==> config.mk <==
export PLATFORM = sky130hd
export DESIGN_NAME = pc_ctrl_flat
export DESIGN_NICKNAME = d
export VERILOG_FILES = /design/src/rtl/pc_ctrl_if.sv /design/src/rtl/pc_ctrl.sv /design/src/flat_wrapper.sv
export SDC_FILE = /design/constraint.sdc
export NUM_CORES = 1
export LEC_CHECK = 0
export BUFFER_PORTS_ARGS = -buffer_cell sky130_fd_sc_hd__clkbuf_2
export CORE_ASPECT_RATIO = 1.75
export CORE_UTILIZATION = 40
export DETAILED_ROUTE_END_ITERATION = 6
export PLACE_DENSITY = 0.68
export SYNTH_ARGS = -nofsm -noshare
export SYNTH_HDL_FRONTEND = slang
export SYNTH_SLANG_ARGS = --single-unit
==> constraint.sdc <==
create_clock -name clk -period 5.9 [get_ports clk]
set_input_delay 1.18 -clock clk [delete_from_list [all_inputs] [get_ports clk]]
set_output_delay 1.18 -clock clk [all_outputs]
set_load 0.005 [all_outputs]
==> src/rtl/pc_ctrl_if.sv <==
// Bundle between pc_ctrl and the ID/hazard/CP0 side of the pipeline.
// The master drives ID-stage decode, hazard and exception inputs; the slave (pc_ctrl) returns fetch state.
interface pc_ctrl_if;
  // Flow control: there is no valid/ready pair. stall=1 holds pc_if and bd_if,
  // unless exc_req or eret_m redirects. taken is only consumed on a non-stalled edge.
  logic        stall;
  logic [3:0]  br_type;
  logic        equal;
  logic        greater;
  logic        less;
  logic [31:0] pc_id;
  logic [15:0] imm16;
  logic [25:0] instr_index;
  logic [31:0] rs_val;
  logic        exc_req;
  logic        eret_m;
  logic [31:0] epc;
  logic [31:0] pc_if;
  logic        taken;
  logic [31:0] link_pc;
  logic        bd_if;
  logic        adel_if;

  modport master (
    output stall, br_type, equal, greater, less, pc_id, imm16, instr_index,
           rs_val, exc_req, eret_m, epc,
    input  pc_if, taken, link_pc, bd_if, adel_if
  );

  modport slave (
    input  stall, br_type, equal, greater, less, pc_id, imm16, instr_index,
           rs_val, exc_req, eret_m, epc,
    output pc_if, taken, link_pc, bd_if, adel_if
  );
endinterface

==> src/rtl/pc_ctrl.sv <==
// IF-stage PC controller: resolves ID branches with one delay slot, plus exception entry and eret.
// Optional macro PC_ADEL_CHECK_EN enables the fetch address-error check on adel_if.
module pc_ctrl #(
  parameter logic [31:0] RESET_PC = 32'h0000_3000,
  parameter logic [31:0] EXC_PC   = 32'h0000_4180
) (
  input logic        clk,
  input logic        reset,
  pc_ctrl_if.slave   bus
);

  logic [31:0] pc_q;
  logic        bd_q;
  logic [31:0] pc_id_plus4;
  logic [31:0] branch_tgt;
  logic [31:0] jump_tgt;
  logic [31:0] target;
  logic        cond;
  logic        is_branch;
  logic [31:0] pc_next;
  logic        bd_next;

  assign pc_id_plus4 = bus.pc_id + 32'd4;
  assign branch_tgt  = pc_id_plus4 + {{14{bus.imm16[15]}}, bus.imm16, 2'b00};
  assign jump_tgt    = {pc_id_plus4[31:28], bus.instr_index, 2'b00};
  assign is_branch   = (bus.br_type >= 4'd1) && (bus.br_type <= 4'd10);

  always_comb begin
    cond   = 1'b0;
    target = branch_tgt;
    case (bus.br_type)
      4'd1:        cond = bus.equal;
      4'd2:        cond = !bus.equal;
      4'd3:        cond = bus.greater;
      4'd4:        cond = !bus.greater;
      4'd5:        cond = bus.less;
      4'd6:        cond = !bus.less;
      4'd7, 4'd8: begin
        cond   = 1'b1;
        target = jump_tgt;
      end
      4'd9, 4'd10: begin
        cond   = 1'b1;
        target = bus.rs_val;
      end
      default:     cond = 1'b0;
    endcase
  end

  // Exception and eret redirect even while the hazard unit stalls.
  always_comb begin
    pc_next = pc_q + 32'd4;
    bd_next = is_branch;
    if (bus.exc_req) begin
      pc_next = EXC_PC;
      bd_next = 1'b0;
    end else if (bus.eret_m) begin
      pc_next = bus.epc;
      bd_next = 1'b0;
    end else if (bus.stall) begin
      pc_next = pc_q;
      bd_next = bd_q;
    end else if (cond) begin
      pc_next = target;
    end
  end

  always_ff @(posedge clk) begin
    if (reset) begin
      pc_q <= RESET_PC;
      bd_q <= 1'b0;
    end else begin
      pc_q <= pc_next;
      bd_q <= bd_next;
    end
  end

  assign bus.pc_if   = pc_q;
  assign bus.bd_if   = bd_q;
  assign bus.taken   = cond;
  assign bus.link_pc = bus.pc_id + 32'd8;

`ifdef PC_ADEL_CHECK_EN
  assign bus.adel_if = (pc_q[1:0] != 2'b00) || (pc_q < 32'h0000_3000) ||
                       (pc_q > 32'h0000_6FFC);
`else
  assign bus.adel_if = 1'b0;
`endif

endmodule
==> src/flat_wrapper.sv <==
// flat-port wrapper written by rule: the top's interface ports become plain ports
module pc_ctrl_flat 
#(
  parameter logic [31:0] RESET_PC = 32'h0000_3000,
  parameter logic [31:0] EXC_PC   = 32'h0000_4180
)
  (clk, reset, bus_stall, bus_br_type, bus_equal, bus_greater, bus_less, bus_pc_id, bus_imm16, bus_instr_index, bus_rs_val, bus_exc_req, bus_eret_m, bus_epc, bus_pc_if, bus_taken, bus_link_pc, bus_bd_if, bus_adel_if);
  pc_ctrl_if bus_i ();
  input logic clk;
  input logic reset;
  input wire logic [$bits(bus_i.stall)-1:0] bus_stall;
  input wire logic [$bits(bus_i.br_type)-1:0] bus_br_type;
  input wire logic [$bits(bus_i.equal)-1:0] bus_equal;
  input wire logic [$bits(bus_i.greater)-1:0] bus_greater;
  input wire logic [$bits(bus_i.less)-1:0] bus_less;
  input wire logic [$bits(bus_i.pc_id)-1:0] bus_pc_id;
  input wire logic [$bits(bus_i.imm16)-1:0] bus_imm16;
  input wire logic [$bits(bus_i.instr_index)-1:0] bus_instr_index;
  input wire logic [$bits(bus_i.rs_val)-1:0] bus_rs_val;
  input wire logic [$bits(bus_i.exc_req)-1:0] bus_exc_req;
  input wire logic [$bits(bus_i.eret_m)-1:0] bus_eret_m;
  input wire logic [$bits(bus_i.epc)-1:0] bus_epc;
  output wire logic [$bits(bus_i.pc_if)-1:0] bus_pc_if;
  output wire logic [$bits(bus_i.taken)-1:0] bus_taken;
  output wire logic [$bits(bus_i.link_pc)-1:0] bus_link_pc;
  output wire logic [$bits(bus_i.bd_if)-1:0] bus_bd_if;
  output wire logic [$bits(bus_i.adel_if)-1:0] bus_adel_if;
  assign bus_i.stall = bus_stall;
  assign bus_i.br_type = bus_br_type;
  assign bus_i.equal = bus_equal;
  assign bus_i.greater = bus_greater;
  assign bus_i.less = bus_less;
  assign bus_i.pc_id = bus_pc_id;
  assign bus_i.imm16 = bus_imm16;
  assign bus_i.instr_index = bus_instr_index;
  assign bus_i.rs_val = bus_rs_val;
  assign bus_i.exc_req = bus_exc_req;
  assign bus_i.eret_m = bus_eret_m;
  assign bus_i.epc = bus_epc;
  assign bus_pc_if = bus_i.pc_if;
  assign bus_taken = bus_i.taken;
  assign bus_link_pc = bus_i.link_pc;
  assign bus_bd_if = bus_i.bd_if;
  assign bus_adel_if = bus_i.adel_if;
  pc_ctrl #(.RESET_PC(RESET_PC), .EXC_PC(EXC_PC)) u_core (.clk(clk), .reset(reset), .bus(bus_i));
endmodule
==> impl_metrics.ini, run 1 <==
[synthesis]
synthArstFlopShare_pct = 0
syn_inst = 798
avgSynthCellArea_sq_um = 6.874
synth_nets = 984
yosys-top-cells-count = a21oi_1 (92), nand2_1 (78), xnor2_1 (66), nor2_1 (65), ha_1 (35)
synth.area.top_cells = dfxtp_1 (12%), xnor2_1 (11%), a21oi_1 (8.4%)
ys_types = 75
yosysTopAreaCellShare_pct = 12.04
yosysTopAreaCell = dfxtp_1
synth-seq-cells = 33
ys_warn_count = 0
syn_area_sq_um = 5485
ys_seq_area_share_pct = 12.04
synth_edf_count = 0
dominantRegCellSynth = dfxtp_1
synth_most_common_cell = a21oi_1

[sta]
rsz0062_at_grt = no
tightest_slew_ps = 1002
setup_viol = 0
setup_ws_ps = 1132
clock.fmax_mhz = 209.7
fin_worst_skew_ps = 6.824
final_hold_viol_count = 0
slew_headroom_pct = 33.20
timing.final.crit_period_ps = 4768
setup_tns_ps = 0
fin_crit_sh_pct = 80.82
drv_slew = 0

[run_status]
status = completed

[drt]
drt_iter0_markers = 366
via_count = 6747
final_antenna_net_count = 0
drcViolationCount = 0
wl_mm = 20.31
first_pass_iters = 6
wire_per_inst_um = 17.72
vias_per_cell = 5.887

[clock_network]
cts_setup_buffers = 0
cts_buffer_depth = 2
cts_sinks = 33
root_buffer = clkbuf_16
ctsResizeCount = 0
clock_latency_ps = 290
cts_tree = built
cts_inserted_buffers = 5
hold_buffers = 0
htreeDepth = 2
clkTransAtPathRegs_ps = 60

[critical_path]
crit_chain = clkbuf_2 -> ha_1 -> and3_1 -> and3_1 -> nor2b_1 -> nand2_1 -> nor3_1 -> nand2_1 -> xnor2_1 -> ha_1 -> a21o_1 -> a221o_1 -> a21oi_1 -> o21ai_1 -> a221oi_1 -> or4_1 -> o211ai_1
max_stage_delay_ps = 350
startpoint_type = primary input
critPathMaxFanout = 8
r2r_slack_ps = 3330
worst_ep_required_time_ps = 6070
crit_arrival_ps = 4930
crit_type = in2reg
critPathCaptureType = flop
crit_slowest_cell = a221oi_1

[placed_design]
dp_slack_ps = 855.3
gp_congestion = 0.9207
placed_cells = 1137
hpwl_mm = 16.36
place_area_sq_um = 6574
portBuffers = 215

[cells_and_area]
nNetsFinal = 1156
design_area_sq_um = 6753
drive_above_1_share_pct = 25.54
nFillCells = 1456
area_growth_pct = 23.11
final_cells = 1146

[global_route]
gr-total-overflow = 0
grt_max_degree = 34
antenna_found_initial = 0
grt_pass1_vias = 6359
met2_usage_pct = 53.35
grt_first_pass_wirelength_mm = 31.41
busiest_layer = met2
grt_use_total_pct = 27.66
grt_util_met3_pct = 3.623
grtUsageMet1_pct = 27.49

[run]
drv_cap = 0

[hold_path]
hold_class = reg2reg

[floorplan]
die_x_um = 90.52
rows = 56
core-area_sq_um = 13380
dieArea_sq_um = 14200
io_pins = 217
die_h_um = 156.9
initial_utilization_pct = 40.99

[power_and_ir_drop]
peakVddDrop_mv = 0.1648
p_leak_nw = 3.054
powerDensity_nw_per_um2 = 157.5
==> path summary, 6_finish.rpt <==
check,startpoint,endpoint,depth (start not counted)
hold reg to reg,u_core.bus.bd_if$_SDFFE_PP0N_,u_core.bus.bd_if$_SDFFE_PP0N_,2
setup reg to reg,u_core.bus.pc_if[2]$_SDFFE_PP0P_,u_core.bus.pc_if[30]$_SDFFE_PP0P_,10
hold / removal,u_core.bus.bd_if$_SDFFE_PP0N_,u_core.bus.bd_if$_SDFFE_PP0N_,2
setup / recovery,bus_pc_id[3],u_core.bus.pc_if[29]$_SDFFE_PP0P_,17
==> routing by layer <==
metal	part of all wire, %	vias to the layer above
met5	0	-
met4	5.8	0
met3	6.6	72
met2	52	344
met1	35	3044
li1	-	3287
==> kinds of logic (layout without fill, tap and decap cells) <==
family	count (synthesis)	count (layout)	synth area share, %
DFF	33	33	12.04
and+or+nand+nor	285	285	25.94
adders and majority gates	36	36	8.349
buffers and inverters	82	255	6.478
AOI/OAI and AO/OA	263	263	31.11
other	1	2	0.06837
xor gates and xnor gates	95	95	15.44
muxes	3	3	0.5703
==> worst max-delay path: cells and delay by family <==
family / cells / cell delay (ps)
and+or+nand+nor: 7 / 1520
AOI/OAI and AO/OA: 6 / 1290
adders and majority gates: 2 / 580
xor gates and xnor gates: 1 / 210
buffers and inverters: 1 / 170
==> power breakdown <==
group          switching (mW)  total, mW  internal [mW]  leakage, nW
registers              0.0173      0.253          0.235        0.271
logic                   0.287      0.494          0.207         2.70
clock network           0.106      0.316          0.211       0.0831
==> area by class of cell <==
class	instances	area [sq um]	area share [%]
Multi-Input combinational cell	683	4469	66.18
Clock inverter	2	37.54	0.5559
Clock buffer	6	138.9	2.057
Sequential cell	33	660.6	9.783
Tap cell	174	217.7	3.224
Inverter	24	90.09	1.334
Antenna cell	1	2.502	0.03706
Timing Repair Buffer	223	1136	16.82
==> flip-flops by register name, indices dropped and copies added, names as in the netlist, named ones only <==
register,cells
u_core.bus.bd_if,1
u_core.bus.pc_if,30
==> per-stage QoR <==
| step | power (mW) | utilization [%] | hold slack (ps) |
|---|---|---|---|
| after floorplan | 0.5680 | - | 507.3 |
| after CTS | 1.059 | 50.44 | 545.4 |
| after global routing | 1.124 | 50.44 | 617.4 |
| final | 1.063 | 50.46 | 542.2 |
| after detailed placement | 0.7427 | 49.12 | 537.6 |
| after global placement | 0.7415 | 49.12 | 532.8 |
==> cells in the final DEF (no fill, tap or decap), types with 5 or more instances in the layout <==
master / Yosys / final
clkbuf_2: 0 / 215
a21oi_1: 92 / 92
nand2_1: 78 / 78
xnor2_1: 66 / 66
nor2_1: 65 / 65
ha_1: 35 / 35
o21ai_0: 33 / 33
dfxtp_1: 33 / 33
nand3_1: 30 / 30
xor2_1: 27 / 27
nand4_1: 24 / 24
and3_1: 23 / 23
inv_1: 23 / 23
a21o_1: 21 / 21
a221oi_1: 21 / 21
nor3_1: 17 / 17
o21ai_1: 11 / 11
a211oi_1: 10 / 10
a31oi_1: 10 / 10
buf_4: 6 / 8
o21bai_1: 7 / 7
o221ai_1: 7 / 7
nand2b_1: 6 / 6
a22oi_1: 6 / 6
a222oi_1: 6 / 6
o22ai_1: 6 / 6
and2_1: 5 / 5
nor2b_1: 5 / 5
a221o_1: 5 / 5
clkbuf_16: 0 / 5
(Power assumes the default switching activity.)
==> run 2: changes to the inputs <==
==> constraint.sdc (replaced) <==
create_clock -name clk -period 4.65 [get_ports clk]
set_input_delay 0.93 -clock clk [delete_from_list [all_inputs] [get_ports clk]]
set_output_delay 0.93 -clock clk [all_outputs]
set_load 0.005 [all_outputs]
==> run 2 against run 1 <==
Net effect: first-iteration DRC count increased by 17%; via count decreased by 0.67%; register-to-register slack got worse by 1300 ps; die area unchanged; critical path depth unchanged; clock skew decreased by 4.0 ps; non-clock buffer count increased by 10; sequential cell count unchanged; final area increased by 0.61%; clock power increased by 7.3%; setup slack got worse by 780 ps; count of clock-buffer cells in the layout increased by 1; critical path type unchanged; largest cell class unchanged.
==> impl_metrics.ini, run 2 (synthesized netlist as in run 1, its figures left out) <==
[global_route]
grt_first_pass_wirelength_mm = 31.28
gr-total-overflow = 0
grt_pass1_vias = 6390
grt_max_degree = 34
grt_use_total_pct = 27.41
antenna_found_initial = 1

[critical_path]
critPathMaxFanout = 6
timing.rr.start = u_core.bus.pc_if[4]$_SDFFE_PP0P_
r2r_slack_ps = 2080
crit_type = in2reg
startpoint_type = primary input
r2r-end = u_core.bus.pc_if[29]$_SDFFE_PP0P_
critPathCaptureType = flop
reg2reg_depth = 9
crit_start = bus_pc_id[4]
crit_arrival_ps = 4460
worst_ep_required_time_ps = 4810

[floorplan]
die_x_um = 90.52
initial_utilization_pct = 40.99
dieArea_sq_um = 14200
io_pins = 217
core-area_sq_um = 13380
rows = 56
die_h_um = 156.9

[clock_network]
cts_inserted_buffers = 5
clock_latency_ps = 290
cts_tree = built
root_buffer = clkbuf_16
cts_buffer_depth = 2
ctsResizeCount = 0
hold_buffers = 0
htreeDepth = 2
cts_sinks = 33
clkTransAtPathRegs_ps = 50
cts_setup_buffers = 0

[drt]
first_pass_iters = 5
wire_per_inst_um = 17.26
drt_iter0_markers = 428
drcViolationCount = 0
vias_per_cell = 5.803
via_count = 6702
final_antenna_net_count = 0
wl_mm = 19.93

[sta]
clock.fmax_mhz = 232.4
slew_headroom_pct = 26.76
fin_crit_sh_pct = 92.54
drv_slew = 0
tightest_slew_ps = 1099
setup_tns_ps = 0
timing.final.crit_period_ps = 4303
rsz0062_at_grt = no
setup_viol = 0
final_hold_viol_count = 0
fin_worst_skew_ps = 2.867

[cells_and_area]
final_cell_mix = clkbuf_2 (215), a21oi_1 (92), nand2_1 (78)
final_cells = 1155
largest_register_ffs = 30
nNetsFinal = 1166
layout_commonest_cell = clkbuf_2
area_growth_pct = 23.86
drive_above_1_share_pct = 26.12

[power_and_ir_drop]
powerDensity_nw_per_um2 = 189.8
total_power_mw = 1.289
peakVddDrop_mv = 0.1351
p_leak_nw = 3.091

[placed_design]
gp_congestion = 0.9524
placed_cells = 1147
portBuffers = 215
hpwl_mm = 16.25

[hold_path]
hold_class = reg2reg
hold_path_depth = 2
hold_path_startpoint = u_core.bus.bd_if$_SDFFE_PP0N_
min_to = u_core.bus.bd_if$_SDFFE_PP0N_

[run_status]
status = completed

[run]
drv_cap = 0
[run 2: cell types whose count changed in the layout (fill, tap and decap cells not counted)]
cell	before	now
clkbuf_1	0	1
clkinvlp_4	1	0
bufinv_16	1	0
buf_4	8	18
[run 2: metrics by stage]
step | setup WS, ps | hold WS [ps] | area (sq um) | utilization (%)
after floorplan | 388.9 | 507.3 | 5485 | -
after global placement | 211.9 | 532.6 | 6649 | 49.68
after detailed placement | 101.1 | 537.7 | 6649 | 49.68
after CTS | 373.7 | 549.1 | 6792 | 50.75
after global routing | 17.03 | 584.6 | 6794 | 50.77
final | 347.0 | 549.2 | 6794 | 50.77
[run 2: layout make-up]
| class | instances | area [sq um] |
|---|---|---|
| multi-input combinational | 683 | 4469 |
| tap | 174 | 217.7 |
| antenna | 1 | 2.502 |
| clock buffer | 7 | 142.6 |
| fill | 1438 | 6589 |
| inverter | 24 | 90.09 |
| timing repair buffer | 233 | 1211 |
| sequential | 33 | 660.6 |
[run 2: worst max-delay path: stages]
cell and delay (ps):
clkbuf_2 130, ha_1 200, and3_1 210, and3_1 280, nor2b_1 250, nand2_1 120
nor3_1 230, nand2_1 100, xnor2_1 190, ha_1 320, a21o_1 180, a221o_1 330
a21oi_1 220, o21ai_1 150, a221oi_1 360, or4_1 160, o211ai_1 80
[run 2: how the worst max path moves through the flow]
stage | to | cells after the start
floorplan | u_core.bus.pc_if[29]$_SDFFE_PP0P_ | 17
global placement | u_core.bus.pc_if[29]$_SDFFE_PP0P_ | 17
detailed placement | u_core.bus.pc_if[29]$_SDFFE_PP0P_ | 17
CTS | u_core.bus.pc_if[29]$_SDFFE_PP0P_ | 17
global route | u_core.bus.pc_if[29]$_SDFFE_PP0P_ | 17
finish | u_core.bus.pc_if[29]$_SDFFE_PP0P_ | 17
[run 2: metal layers]
layer	track usage, %	wire length [um]	vias up	part of all wire [%]
li1	-	-	3299	-
met1	27.99	7302	3056	37
met2	53.25	10490	285	53
met3	2.754	1146	62	5.7
met4	15.90	992	0	5.0
met5	0	0	-	0
[run 2: power breakdown]
group / switching (mW) / leakage [nW] / total (mW) / internal, mW
Combinational: 0.362 / 2.75 / 0.631 / 0.269
Sequential: 0.0210 / 0.271 / 0.320 / 0.299
Clock: 0.129 / 0.0700 / 0.339 / 0.210
